### src/rtl/mul_seq.sv
// rtl/mul_seq.sv - iterative radix-2 shift-add RV32M multiplier (MUL/MULH/MULHSU/MULHU)
// Includes the generate/propagate adder that forms each partial-product step.

module adder_cla #(
    parameter int W = 33
) (
    input  logic [W-1:0] a_i,
    input  logic [W-1:0] b_i,
    output logic [W-1:0] sum_o
);
    logic [W-1:0] gen;
    logic [W-1:0] prop;

    assign gen  = a_i & b_i;
    assign prop = a_i ^ b_i;

    always_comb begin : carry_chain
        logic [W:0] carry;
        carry    = '0;
        for (int i = 0; i < W; i++) begin
            carry[i+1] = gen[i] | (prop[i] & carry[i]);
        end
        sum_o = prop ^ carry[W-1:0];
    end
endmodule

module mul_seq #(
    parameter int WIDTH = 32
) (
    input  logic             i_clk,
    input  logic             i_reset_n,
    input  logic             i_valid,
    output logic             o_ready,
    input  logic [1:0]       i_op,
    input  logic [WIDTH-1:0] i_a,
    input  logic [WIDTH-1:0] i_b,
    input  logic             i_kill,
    output logic             o_valid,
    input  logic             i_ready,
    output logic [WIDTH-1:0] o_result
);
    localparam int CW = $clog2(WIDTH);
    localparam logic [1:0] OP_MUL = 2'b00;

    typedef enum logic [1:0] {S_IDLE, S_CALC, S_FIX, S_DONE} state_t;

    state_t             state_q, state_d;
    logic [1:0]         op_q, op_d;
    logic               neg_q, neg_d;
    logic [WIDTH-1:0]   mcand_q, mcand_d;
    logic [WIDTH-1:0]   mplier_q, mplier_d;
    logic [2*WIDTH-1:0] acc_q, acc_d;
    logic [CW-1:0]      cnt_q, cnt_d;
    logic [WIDTH-1:0]   result_q, result_d;

    logic               a_signed, b_signed, a_neg, b_neg;
    logic [WIDTH-1:0]   abs_a, abs_b;
    logic [WIDTH:0]     sum, upper_next;
    logic [2*WIDTH-1:0] prod_fix;

    // Only the high-word ops interpret operands as signed; MUL's low word is sign-agnostic.
    assign a_signed = (i_op == 2'b01) || (i_op == 2'b10);
    assign b_signed = (i_op == 2'b01);
    assign a_neg    = a_signed & i_a[WIDTH-1];
    assign b_neg    = b_signed & i_b[WIDTH-1];
    assign abs_a    = a_neg ? (~i_a + 1'b1) : i_a;
    assign abs_b    = b_neg ? (~i_b + 1'b1) : i_b;

    adder_cla #(.W(WIDTH+1)) u_add (
        .a_i   ({1'b0, acc_q[2*WIDTH-1:WIDTH]}),
        .b_i   ({1'b0, mcand_q}),
        .sum_o (sum)
    );

    assign prod_fix = (neg_q && (op_q != OP_MUL)) ? (~acc_q + 1'b1) : acc_q;

    always_comb begin
        state_d    = state_q;
        op_d       = op_q;
        neg_d      = neg_q;
        mcand_d    = mcand_q;
        mplier_d   = mplier_q;
        acc_d      = acc_q;
        cnt_d      = cnt_q;
        result_d   = result_q;
        upper_next = {1'b0, acc_q[2*WIDTH-1:WIDTH]};
        o_ready    = (state_q == S_IDLE);
        o_valid    = (state_q == S_DONE);

        case (state_q)
            S_IDLE: begin
                if (i_valid) begin
                    op_d     = i_op;
                    mcand_d  = abs_a;
                    mplier_d = abs_b;
                    neg_d    = a_neg ^ b_neg;
                    acc_d    = '0;
                    cnt_d    = CW'(WIDTH - 1);
                    state_d  = S_CALC;
                end
            end
            S_CALC: begin
                if (mplier_q[0]) begin
                    upper_next = sum;
                end
                // The adder carry becomes the new MSB as the whole accumulator shifts right.
                acc_d    = {upper_next, acc_q[WIDTH-1:1]};
                mplier_d = mplier_q >> 1;
                cnt_d    = cnt_q - CW'(1);
                if (cnt_q == '0) begin
                    state_d = S_FIX;
                end
            end
            S_FIX: begin
                result_d = (op_q == OP_MUL) ? prod_fix[WIDTH-1:0] : prod_fix[2*WIDTH-1:WIDTH];
                state_d  = S_DONE;
            end
            S_DONE: begin
                if (i_ready) begin
                    state_d = S_IDLE;
                end
            end
            default: state_d = S_IDLE;
        endcase

        if (i_kill && (state_q != S_IDLE)) begin
            state_d = S_IDLE;
        end
    end

    always_ff @(posedge i_clk or negedge i_reset_n) begin
        if (!i_reset_n) begin
            state_q  <= S_IDLE;
            op_q     <= '0;
            neg_q    <= 1'b0;
            mcand_q  <= '0;
            mplier_q <= '0;
            acc_q    <= '0;
            cnt_q    <= '0;
            result_q <= '0;
        end else begin
            state_q  <= state_d;
            op_q     <= op_d;
            neg_q    <= neg_d;
            mcand_q  <= mcand_d;
            mplier_q <= mplier_d;
            acc_q    <= acc_d;
            cnt_q    <= cnt_d;
            result_q <= result_d;
        end
    end

    assign o_result = result_q;
endmodule
### config.mk
export PLATFORM = sky130hd
export DESIGN_NAME = mul_seq
export DESIGN_NICKNAME = d
export VERILOG_FILES = /design/src/rtl/mul_seq.sv
export SDC_FILE = /design/constraint.sdc
export NUM_CORES = 1
export LEC_CHECK = 0
export CORE_MARGIN = 4
export CORE_UTILIZATION = 50
export CTS_CLUSTER_DIAMETER = 100
export DETAILED_ROUTE_END_ITERATION = 12
export GPL_ROUTABILITY_DRIVEN = 0
export PLACE_DENSITY = 0.78
export SYNTH_ARGS = -nofsm -noshare
export SYNTH_HDL_FRONTEND = slang
export SYNTH_SLANG_ARGS = --single-unit
### constraint.sdc
create_clock -name i_clk -period 39.5 [get_ports i_clk]
set_input_delay 11.85 -clock i_clk [delete_from_list [all_inputs] [get_ports i_clk]]
set_output_delay 11.85 -clock i_clk [all_outputs]
set_load 0.005 [all_outputs]
* After elaboration in Yosys (flattened, before gate mapping)
Index checks and enable logic that the tools add are counted.
** Operators by class
- Add/subtract/negate cells :: 4
- $mul :: 0
- Div/mod/pow operators :: 0
- Order comparisons :: 0
- Equality and inequality tests :: 9
- Shifts and indexed selects :: 0
- Muxes and demuxes :: 16
- Bitwise operators :: 71
- Reductions and logical operators :: 12
** Operators with widths (count)
- 32-bit 2-to-1 mux :: 4
- 64-bit 2-to-1 mux :: 2
- 64-bit one-hot mux with 2 select lines :: 1
- 32-bit by 1-bit adder with 32-bit output, second input constant :: 2
- 64-bit by 1-bit adder with 64-bit output, second input constant :: 1
- 32-bit inverter :: 2
- 64-bit inverter :: 1
- 32-bit one-hot mux with 2 select lines :: 1
- 1-bit bitwise AND :: 33
- 33-bit 2-to-1 mux :: 1
- 33-bit bitwise XOR :: 1
- 32-bit bitwise AND :: 1
- 32-bit bitwise XOR :: 1
- 1-bit bitwise OR :: 31
- 5-bit one-hot mux with 2 select lines :: 1
- 2-bit 2-to-1 mux :: 4
- 2-bit one-hot mux with 4 select lines :: 1
- 2-bit equality test, second input constant :: 3
- 2-bit nonzero test :: 3
- 5-bit logical NOT :: 1
- 5-bit 2-to-1 mux :: 1
- 5-bit by 1-bit subtractor with 5-bit output, second input constant :: 1
- 2-bit by 1-bit equality test with 1-bit output, second input constant :: 2
- 2-bit logical NOT :: 2
- other kinds (9) :: 11
** Storage, ports and cells
- Register bits after elaboration :: 170
- Bits in latches :: 0
- Bits in writable memories :: 0
- Memory bits (read-only) :: 0
- Logic and storage cells :: 120
- Memories kept :: 0

* Logic depth before layout (Yosys ltp)
Gate-level depths: netlist of run 1.
- Depth after elaboration :: 66
- Mapped depth :: 36
- Mapped depth without buffers :: 36

* By module
From an unflattened synthesis of run 1, not the netlist that was laid out.
** Unflattened totals
- Cells, all modules :: 1048
- Area, all modules :: 9919.5 um2
** Modules (own cells, without submodules)
- mul_seq :: instances 1, cells an instance 1015, area each 9262.6 um2
- adder_cla :: instances 1, cells an instance 33, area each 656.9 um2

* Worst setup path before layout of run 1
No wires, ideal clock.
- Path type :: input -> register
- From :: input i_a[8]
- To :: register mcand_q[29]
- Setup time :: 0.131 ns
- Arrival :: 13.823 ns
- Data required time :: 39.369 ns
- Setup slack :: 25.546 ns
- Cell stages on the path :: 7
- Path buffers :: 1
- Cells stage by stage :: or4_1 > buf_2 > or3_4 > or4_4 > o31ai_4 > xor2_1 > o21ai_1
** Between the ends
- Word-level cells in the longest chain between the ends :: 3
** RTL lines
- start: declaration :: RTL line 35 : input logic [WIDTH-1:0] i_a,
- 32-bit inverter :: RTL line 66 : assign abs_a = a_neg ? (~i_a + 1'b1) : i_a;
- 32-bit by 1-bit adder with 32-bit output :: RTL line 66
- 32-bit 2-to-1 mux :: RTL line 66
- end signal: assignment :: RTL line 145 : mcand_q <= mcand_d;
- end: declaration :: RTL line 50 : logic [WIDTH-1:0] mcand_q, mcand_d;
No other way between the ends.
A chain may end at the register's enable or synchronous reset.

* Worst setup path in the final report of run 1
- From :: input i_a[8]
- To :: register mcand_q[28]
The elaborated chain is that of the path after synthesis.

==> tab_implementation.tex, run 1 <==
\begin{tabular}{lr}
\hline
Metric & Value \\
\hline
\multicolumn{2}{l}{\textbf{Run status}} \\
\quad Status & complete, no violations \\
\multicolumn{2}{l}{\textbf{Placement}} \\
\quad Standard cell area after detailed placement & 11300 µm² \\
\quad IO Port Bufs & between 100 and 150 \\
\quad Final HPWL DP & 17700 µm \\
\multicolumn{2}{l}{\textbf{Drt}} \\
\quad DRC errors left & 0 \\
\quad Wl on met1 & 11600 µm \\
\quad Post-detailed-route wirelength per cell & approximately 17 µm \\
\quad Drt total wl & 24600 µm \\
\quad Vias after detailed routing & approximately 8400 \\
\quad Via-to-Cell Ratio & between 5 and 6 \\
\quad Routed wl met2 & 11000 µm \\
\quad Post-route ant nets & 0 \\
\quad Highest metal used & met4 \\
\quad Count of TritonRoute iterations in the first routing pass & 5 \\
\quad Met3 WL post-DR & 1670 µm \\
\quad DR iter-0 viols & a little over 700 \\
\multicolumn{2}{l}{\textbf{Clocking}} \\
\quad Clock Tree Root & clkbuf\_16 \\
\quad Longest Clk Path Bufs & 2 \\
\quad Number of cells upsized or downsized after cts & 0 \\
\quad Total setup buffers inserted after CTS & 0 \\
\quad Count of hold-fix buffers inserted at cts & 0 \\
\quad Number of buffers created by CTS & 17 \\
\quad Later-pin clock latency in the skew report & between 400 and 500 ps \\
\quad Max H-tree Level & 4 \\
\quad Clock tree from TritonCTS & built \\
\quad Clock slew at the register clock pins of the worst setup and hold paths & roughly 60 ps \\
\quad Number of sinks on the clock net & 170 \\
\multicolumn{2}{l}{\textbf{Yosys}} \\
\quad Fraction of the yosys area taken by sequential cells & between 40 and 50\% \\
\quad Synth Register Bits & between 150 and 200 \\
\quad Cells after synthesis & between 1000 and 1500 \\
\quad Net count of the mapped netlist & roughly 1200 \\
\quad Netlist Area Pre-Place & between 10000 and 15000 µm² \\
\quad YS warnings & 0 \\
\quad Mapped Avg Cell Area & around 9 µm² \\
\quad Share of synthesized registers carrying an async set or reset & 100\% \\
\quad Most used DFF post-synth & dfrtp\_1 \\
\quad Unique masters post-synth & between 50 and 60 \\
\quad EDFF count, synth & 0 \\
\multicolumn{2}{l}{\textbf{STA}} \\
\quad Post-Route Skew & just under 8 ps \\
\quad Setup repair after global routing missed its margin & no \\
\quad Number of hold violations in the final report & 0 \\
\quad Post-route clock period utilization & between 30\% and 40\% \\
\quad Relative max-transition margin & 18.5\% \\
\quad Maximum achievable frequency & roughly 0.07 GHz \\
\quad Worst Tran Pin Value & roughly 1200 ps \\
\quad Post-Route Setup TNS & 0 ps \\
\quad Slew Limit Fails & 0 \\
\quad Setup violators final & 0 \\
\quad Minimum period implied by the final worst setup slack & about 14000 ps \\
\quad Worst hold-check slack & slightly below 500 ps \\
\multicolumn{2}{l}{\textbf{Floorplanning}} \\
\quad Top-level port count & about 110 \\
\quad Horizontal die dimension & 150 µm \\
\quad Effective utilization at floorplan & slightly above 50\% \\
\quad Die height & between 100 and 150 µm \\
\quad CORE AREA & $\sim$20000 µm² \\
\quad FP Rows & between 50 and 60 \\
\quad Die Footprint & about 22000 µm² \\
\multicolumn{2}{l}{\textbf{Layout}} \\
\quad Count of fill cells added during filler insertion & 1718 \\
\quad Share of post-route cells with drive strength above 1 & under 10\% \\
\quad Antenna diodes & 0 \\
\quad Area growth syn-to-layout & 17.5\% \\
\quad Final layout net count & approximately 1300 \\
\quad Final standard cell area without fillers & around 12000 µm² \\
\multicolumn{2}{l}{\textbf{Worst setup path}} \\
\quad Critical Setup Path Class & in -> reg \\
\quad Type of element capturing the critical path & register \\
\quad Worst EP arrival & between 10000 and 15000 ps \\
\quad Req. time, crit path & about 40000 ps \\
\quad Largest driver fanout on the critical path & 8 \\
\quad Worst R2R Path Depth & 36 \\
\quad Worst setup SP type & input pin \\
\multicolumn{2}{l}{\textbf{Power and ir drop}} \\
\quad Share of power burned in combinational logic & 46.2\% \\
\quad Highest ir drop seen on vdd & around 0.00004 V \\
\quad Cell internal pwr & 0.474 mW \\
\quad Net switching power & 0.359 mW \\
\quad Power per cell area & between 70 and 80 nW/µm² \\
\quad Part of the total power dissipated in the clock network & 19.7\% \\
\quad Share of power burned in registers & between 30\% and 40\% \\
\quad Leakage power & 4.85 nW \\
\quad Switching Fraction & $\sim$43\% \\
\multicolumn{2}{l}{\textbf{Run}} \\
\quad \# Max-Cap Violations & 0 \\
\multicolumn{2}{l}{\textbf{Global routing}} \\
\quad Pin count of the biggest net entering global routing & $\sim$100 \\
\quad Global-route wire length before repair & a little over 40000 µm \\
\quad Total track usage & around 23\% \\
\quad Via count of the first global-routing pass & between 7000 and 8000 \\
\quad Global route overflow & 0 \\
\quad Antenna violations before repair & 0 \\
\multicolumn{2}{l}{\textbf{Hold path}} \\
\quad Hold Path Class & reg -> reg \\
\quad WHS Path Cells & 2 \\
\hline
\end{tabular}
-- sequential cells by signal, summed over array words and instances (netlist names) --
name	count
o_result	32
acc_q	64
mplier_q	32
state_q	2
neg_q	1
op_q	2
mcand_q	32
cnt_q	5
-- kinds of logic after synthesis --
family          after synthesis  share of synthesized area [%]
compound gates              330                           21.5
simple gates                298                           14.5
flops                       170                           42.2
buf+inv                     157                           5.88
xor+xnor                     85                           7.39
fa+ha+maj                    42                           7.52
mux                          10                           1.01
-- through the flow --
| stage | setup slack [ps] | std cells | util [%] | total power, mW |
|---|---|---|---|---|
| after CTS | 25290 | 1428 | 60.2 | 0.834 |
| after detailed placement | 24840 | 1396 | 57.3 | 0.669 |
| after global placement | 25000 | 1396 | 57.3 | 0.655 |
| after global routing | 25070 | 1428 | 60.2 | 0.898 |
| after floorplan | 25550 | 1092 | - | 0.541 |
| final | 25280 | 1428 | 60.2 | 0.833 |
-- power by group through the flow --
stage	Sequential, mW	Combinational (mW)	Clock, mW
2_1_floorplan	0.263	0.278	0
3_3_place_gp	0.284	0.371	0
3_5_place_dp	0.286	0.382	0
4_1_cts	0.284	0.384	0.166
5_1_grt	0.293	0.431	0.174
6_report	0.284	0.385	0.164
-- routing by layer --
metal  up-vias  global-route usage (%)
met4         0                    6.27
met1      4025                    34.4
met3        24                    3.63
met2       294                    33.5
li1       4016                       -
met5         -                       0
-- cells in the mapped netlist, types with 3 or more instances --
cell	n	area, µm²
or3_1	19	119
o2111ai_1	28	245
and3_1	20	125
nand2b_1	6	37.5
a21oi_1	62	310
mux2i_1	9	90.1
nand4_1	6	37.5
nand3_1	17	85.1
o21ai_1	5	25.0
xnor2_1	55	482
or4_1	8	60.1
a22o_1	29	254
a221o_1	14	140
nand2_1	102	383
xor2_1	30	263
nor4_1	19	119
nor2_1	59	221
o31ai_1	18	135
buf_2	3	15.0
nor3_1	21	105
inv_1	83	312
o21ai_0	115	576
buf_1	5	18.8
a31oi_1	5	31.3
o2bb2ai_1	5	43.8
or2_2	6	37.5
o22ai_1	19	119
o41ai_1	12	105
ha_1	11	138
fa_1	31	621
clkbuf_1	65	244
dfrtp_1	170	4250
-- worst max-delay path: stages --
cell	delay, ps
clkdlybuf4s50_1	460
or4_1	690
or3_4	440
nor4_1	590
a31oi_1	200
xnor2_1	180
o21ai_0	90
-- worst paths after layout --
path / start / endpoint / slack, ps
min reg2reg: mcand_q[4] / mcand_q[4] / 480
max in group asynchronous: i_reset_n / acc_q[34] / 26560
min: mcand_q[4] / mcand_q[4] / 480
max: i_a[8] / mcand_q[28] / 25280
max reg2reg: acc_q[32] / acc_q[62] / 25970
min in group asynchronous: i_reset_n / o_result[22] / 11510
-- layout make-up --
type	instances	area, µm²	share of cell area (%)
well taps	265	332	2.80
flip-flops and latches	170	4260	35.9
inverters	84	315	2.66
multi-input cells	765	5260	44.4
repair buffers	112	1100	9.31
clock buffers	18	429	3.62
clock inverters	14	146	1.24
-- placed cells by master (no fill, tap or decap), types with 18 or more instances in the layout --
cell,Yosys,routed
dfrtp_1,170,169
o21ai_0,115,113
clkdlybuf4s50_1,0,103
nand2_1,102,101
inv_1,83,83
a21oi_1,62,62
nor2_1,59,59
xnor2_1,55,55
fa_1,31,31
xor2_1,30,30
a22o_1,29,29
o2111ai_1,28,28
nor3_1,21,21
and3_1,20,20
nor4_1,19,19
o22ai_1,19,19
or3_1,19,19
o31ai_1,18,18
(Power assumes the default switching activity.)
==> inputs of run 2 (changes only) <==
==> constraint.sdc (replaced) <==
create_clock -name i_clk -period 13.3 [get_ports i_clk]
set_input_delay 3.99 -clock i_clk [delete_from_list [all_inputs] [get_ports i_clk]]
set_output_delay 3.99 -clock i_clk [all_outputs]
set_load 0.005 [all_outputs]
==> tab_implementation.tex, run 2 (synthesis results as in run 1) <==
\begin{tabular}{lr}
\hline
Metric & Value \\
\hline
\multicolumn{2}{l}{\textbf{Layout}} \\
\quad Area taken by flip-flops and latches & $\sim$4300 µm² \\
\quad Combined area of the multi-input logic cells & 5280 µm² \\
\quad Top register by number of flip-flops & acc\_q \\
\quad Final standard cell area without fillers & around 12000 µm² \\
\quad Number of flip-flops in the largest register & 64 \\
\quad Area growth syn-to-layout & 18.1\% \\
\quad Top library cells by usage in the layout, fill and taps aside & dfrtp\_1 (169), o21ai\_0 (113), clkdlybuf4s50\_1 (103) \\
\quad Final layout net count & 1266 \\
\quad Most common cell after layout, fill and taps aside & dfrtp\_1 \\
\quad Share of post-route cells with drive strength above 1 & between 6 and 7\% \\
\quad Antenna diodes & 0 \\
\quad Fraction of the core area covered by cells at the end of the flow & between 60\% and 70\% \\
\quad Count of fill cells added during filler insertion & 1677 \\
\multicolumn{2}{l}{\textbf{Worst setup path}} \\
\quad CP most frequent cell & fa\_1 \\
\quad Slowest cell on the critical path & fa\_1 \\
\quad Largest driver fanout on the critical path & 5 \\
\quad Critical Setup Path Class & reg -> reg \\
\quad Worst R2R Path Depth & 35 \\
\quad Worst EP arrival & between 10000 and 15000 ps \\
\quad Longest individual stage delay on the worst path & $\sim$490 ps \\
\quad Launching element of the worst setup path & acc\_q[33] \\
\quad Worst setup SP type & register \\
\quad Req. time, crit path & roughly 14000 ps \\
\quad Type of element capturing the critical path & register \\
\quad FF-to-FF Start & acc\_q[33] \\
\multicolumn{2}{l}{\textbf{Drt}} \\
\quad DRC errors left & 0 \\
\quad Vias after detailed routing & approximately 8300 \\
\quad Post-detailed-route wirelength per cell & around 17 µm \\
\quad DR iter-0 viols & 700 \\
\quad Count of TritonRoute iterations in the first routing pass & 5 \\
\quad Via-to-Cell Ratio & between 5 and 6 \\
\quad Post-route ant nets & 0 \\
\quad Drt total wl & between 20000 and 25000 µm \\
\multicolumn{2}{l}{\textbf{STA}} \\
\quad Slew Limit Fails & 0 \\
\quad Minimum period implied by the final worst setup slack & around 13000 ps \\
\quad Setup violators final & 0 \\
\quad Post-route clock period utilization & between 90\% and 100\% \\
\quad Post-Route Setup TNS & 0 ps \\
\quad Worst Tran Pin Value & about 1200 ps \\
\quad Setup repair after global routing missed its margin & no \\
\quad Maximum achievable frequency & approximately 0.077 GHz \\
\quad Post-Route Skew & between 7 and 8 ps \\
\quad Relative max-transition margin & between 20 and 25\% \\
\quad Number of hold violations in the final report & 0 \\
\multicolumn{2}{l}{\textbf{Clocking}} \\
\quad Clock tree from TritonCTS & built \\
\quad Number of sinks on the clock net & 170 \\
\quad Later-pin clock latency in the skew report & about 430 ps \\
\quad Clock Tree Root & clkbuf\_16 \\
\quad Longest Clk Path Bufs & 2 \\
\quad Max H-tree Level & 4 \\
\quad Clock slew at the register clock pins of the worst setup and hold paths & approximately 60 ps \\
\quad Number of buffers created by CTS & 17 \\
\multicolumn{2}{l}{\textbf{Global routing}} \\
\quad Global-route wire length before repair & about 41000 µm \\
\quad Total track usage & 22.5\% \\
\quad Antenna violations before repair & 0 \\
\quad Global route overflow & 0 \\
\quad Via count of the first global-routing pass & 8011 \\
\quad Pin count of the biggest net entering global routing & about 100 \\
\multicolumn{2}{l}{\textbf{Floorplanning}} \\
\quad CORE AREA & slightly below 20000 µm² \\
\quad Top-level port count & around 110 \\
\quad Die height & around 150 µm \\
\quad Effective utilization at floorplan & just over 50\% \\
\quad FP Rows & between 50 and 60 \\
\quad Horizontal die dimension & between 100 and 150 µm \\
\quad Die Footprint & roughly 22000 µm² \\
\multicolumn{2}{l}{\textbf{Placement}} \\
\quad Standard cell area after detailed placement & between 10000 and 15000 µm² \\
\quad Final HPWL DP & $\sim$18000 µm \\
\quad IO Port Bufs & around 100 \\
\multicolumn{2}{l}{\textbf{Power and ir drop}} \\
\quad Highest ir drop seen on vdd & roughly 0.00012 V \\
\quad Power per cell area & roughly 210 nW/µm² \\
\quad Leakage power & 4.86 nW \\
\multicolumn{2}{l}{\textbf{Hold path}} \\
\quad WHS Path Cells & 2 \\
\quad Hold Path Class & reg -> reg \\
\quad Hold Path Origin & mplier\_q[7] \\
\multicolumn{2}{l}{\textbf{Run}} \\
\quad \# Max-Cap Violations & 0 \\
\multicolumn{2}{l}{\textbf{Run status}} \\
\quad Status & complete, no violations \\
\hline
\end{tabular}
==> run 2: cell types whose count changed in the layout (fill, tap and decap cells not counted), sizes merged <==
cell and change:
buf +3, inv -2, clkbuf +1, clkinv -2, clkinvlp +3
==> run 2: timing repair <==
action,in CTS,in global routing
gates resized for setup,0,8
hold buffers,0,0
endpoints found under the hold margin,0,0
setup buffers,0,0
setup endpoints to repair,0,2
==> run 2: layer usage <==
metal	global-route usage, %	wire length [µm]	part of all wire [%]
met3	3.48	1440	5.9
met4	6.18	340	1.4
met5	0	0	0
met2	34.2	11200	46
met1	33.6	11400	47
==> run 2: layout make-up <==
type,instances,area share (%)
Multi-Input combinational cell,765,44.4
Inverter,84,2.65
Timing Repair Buffer,115,9.45
Sequential cell,170,35.7
Clock inverter,13,1.22
Tap cell,265,2.79
Clock buffer,19,3.80
==> run 2: critical path: cells and delay by family, from the launching register on <==
family / cells / cell delay (ps)
buffers and inverters: 1 / 110
AND/OR/NAND/NOR: 1 / 130
flip-flops: 1 / 400
multiplexers: 1 / 70
adder cells (fa/ha/maj): 31 / 12000
AO/OA/AOI/OAI: 1 / 100
==> run 2: report_power, final <==
group          total [mW]  internal, mW  switching, mW
combinational        1.15         0.445          0.703
clock               0.495         0.287          0.208
sequential          0.839         0.690          0.149
==> run 2: metrics by stage <==
| stage | hold WS, ps | worst slack, ps | power, mW | instances |
|---|---|---|---|---|
| 3_5_place_dp | 465 | 107 | 1.98 | 1399 |
| 5_1_grt | 504 | 14.1 | 2.68 | 1431 |
| 2_1_floorplan | 442 | 478 | 1.61 | 1092 |
| 6_report | 475 | 375 | 2.48 | 1431 |
| 4_1_cts | 479 | 31.3 | 2.48 | 1431 |
| 3_3_place_gp | 455 | 229 | 1.94 | 1399 |
==> run 2: worst paths after layout <==
check                              endpoint  slack, ps
worst min register to register  mplier_q[7]        470
worst max register to register    acc_q[62]        380
worst max-delay path              acc_q[62]        380
max in group asynchronous       mplier_q[0]       8190
min in group asynchronous         acc_q[17]       3660
worst min-delay path            mplier_q[7]        470
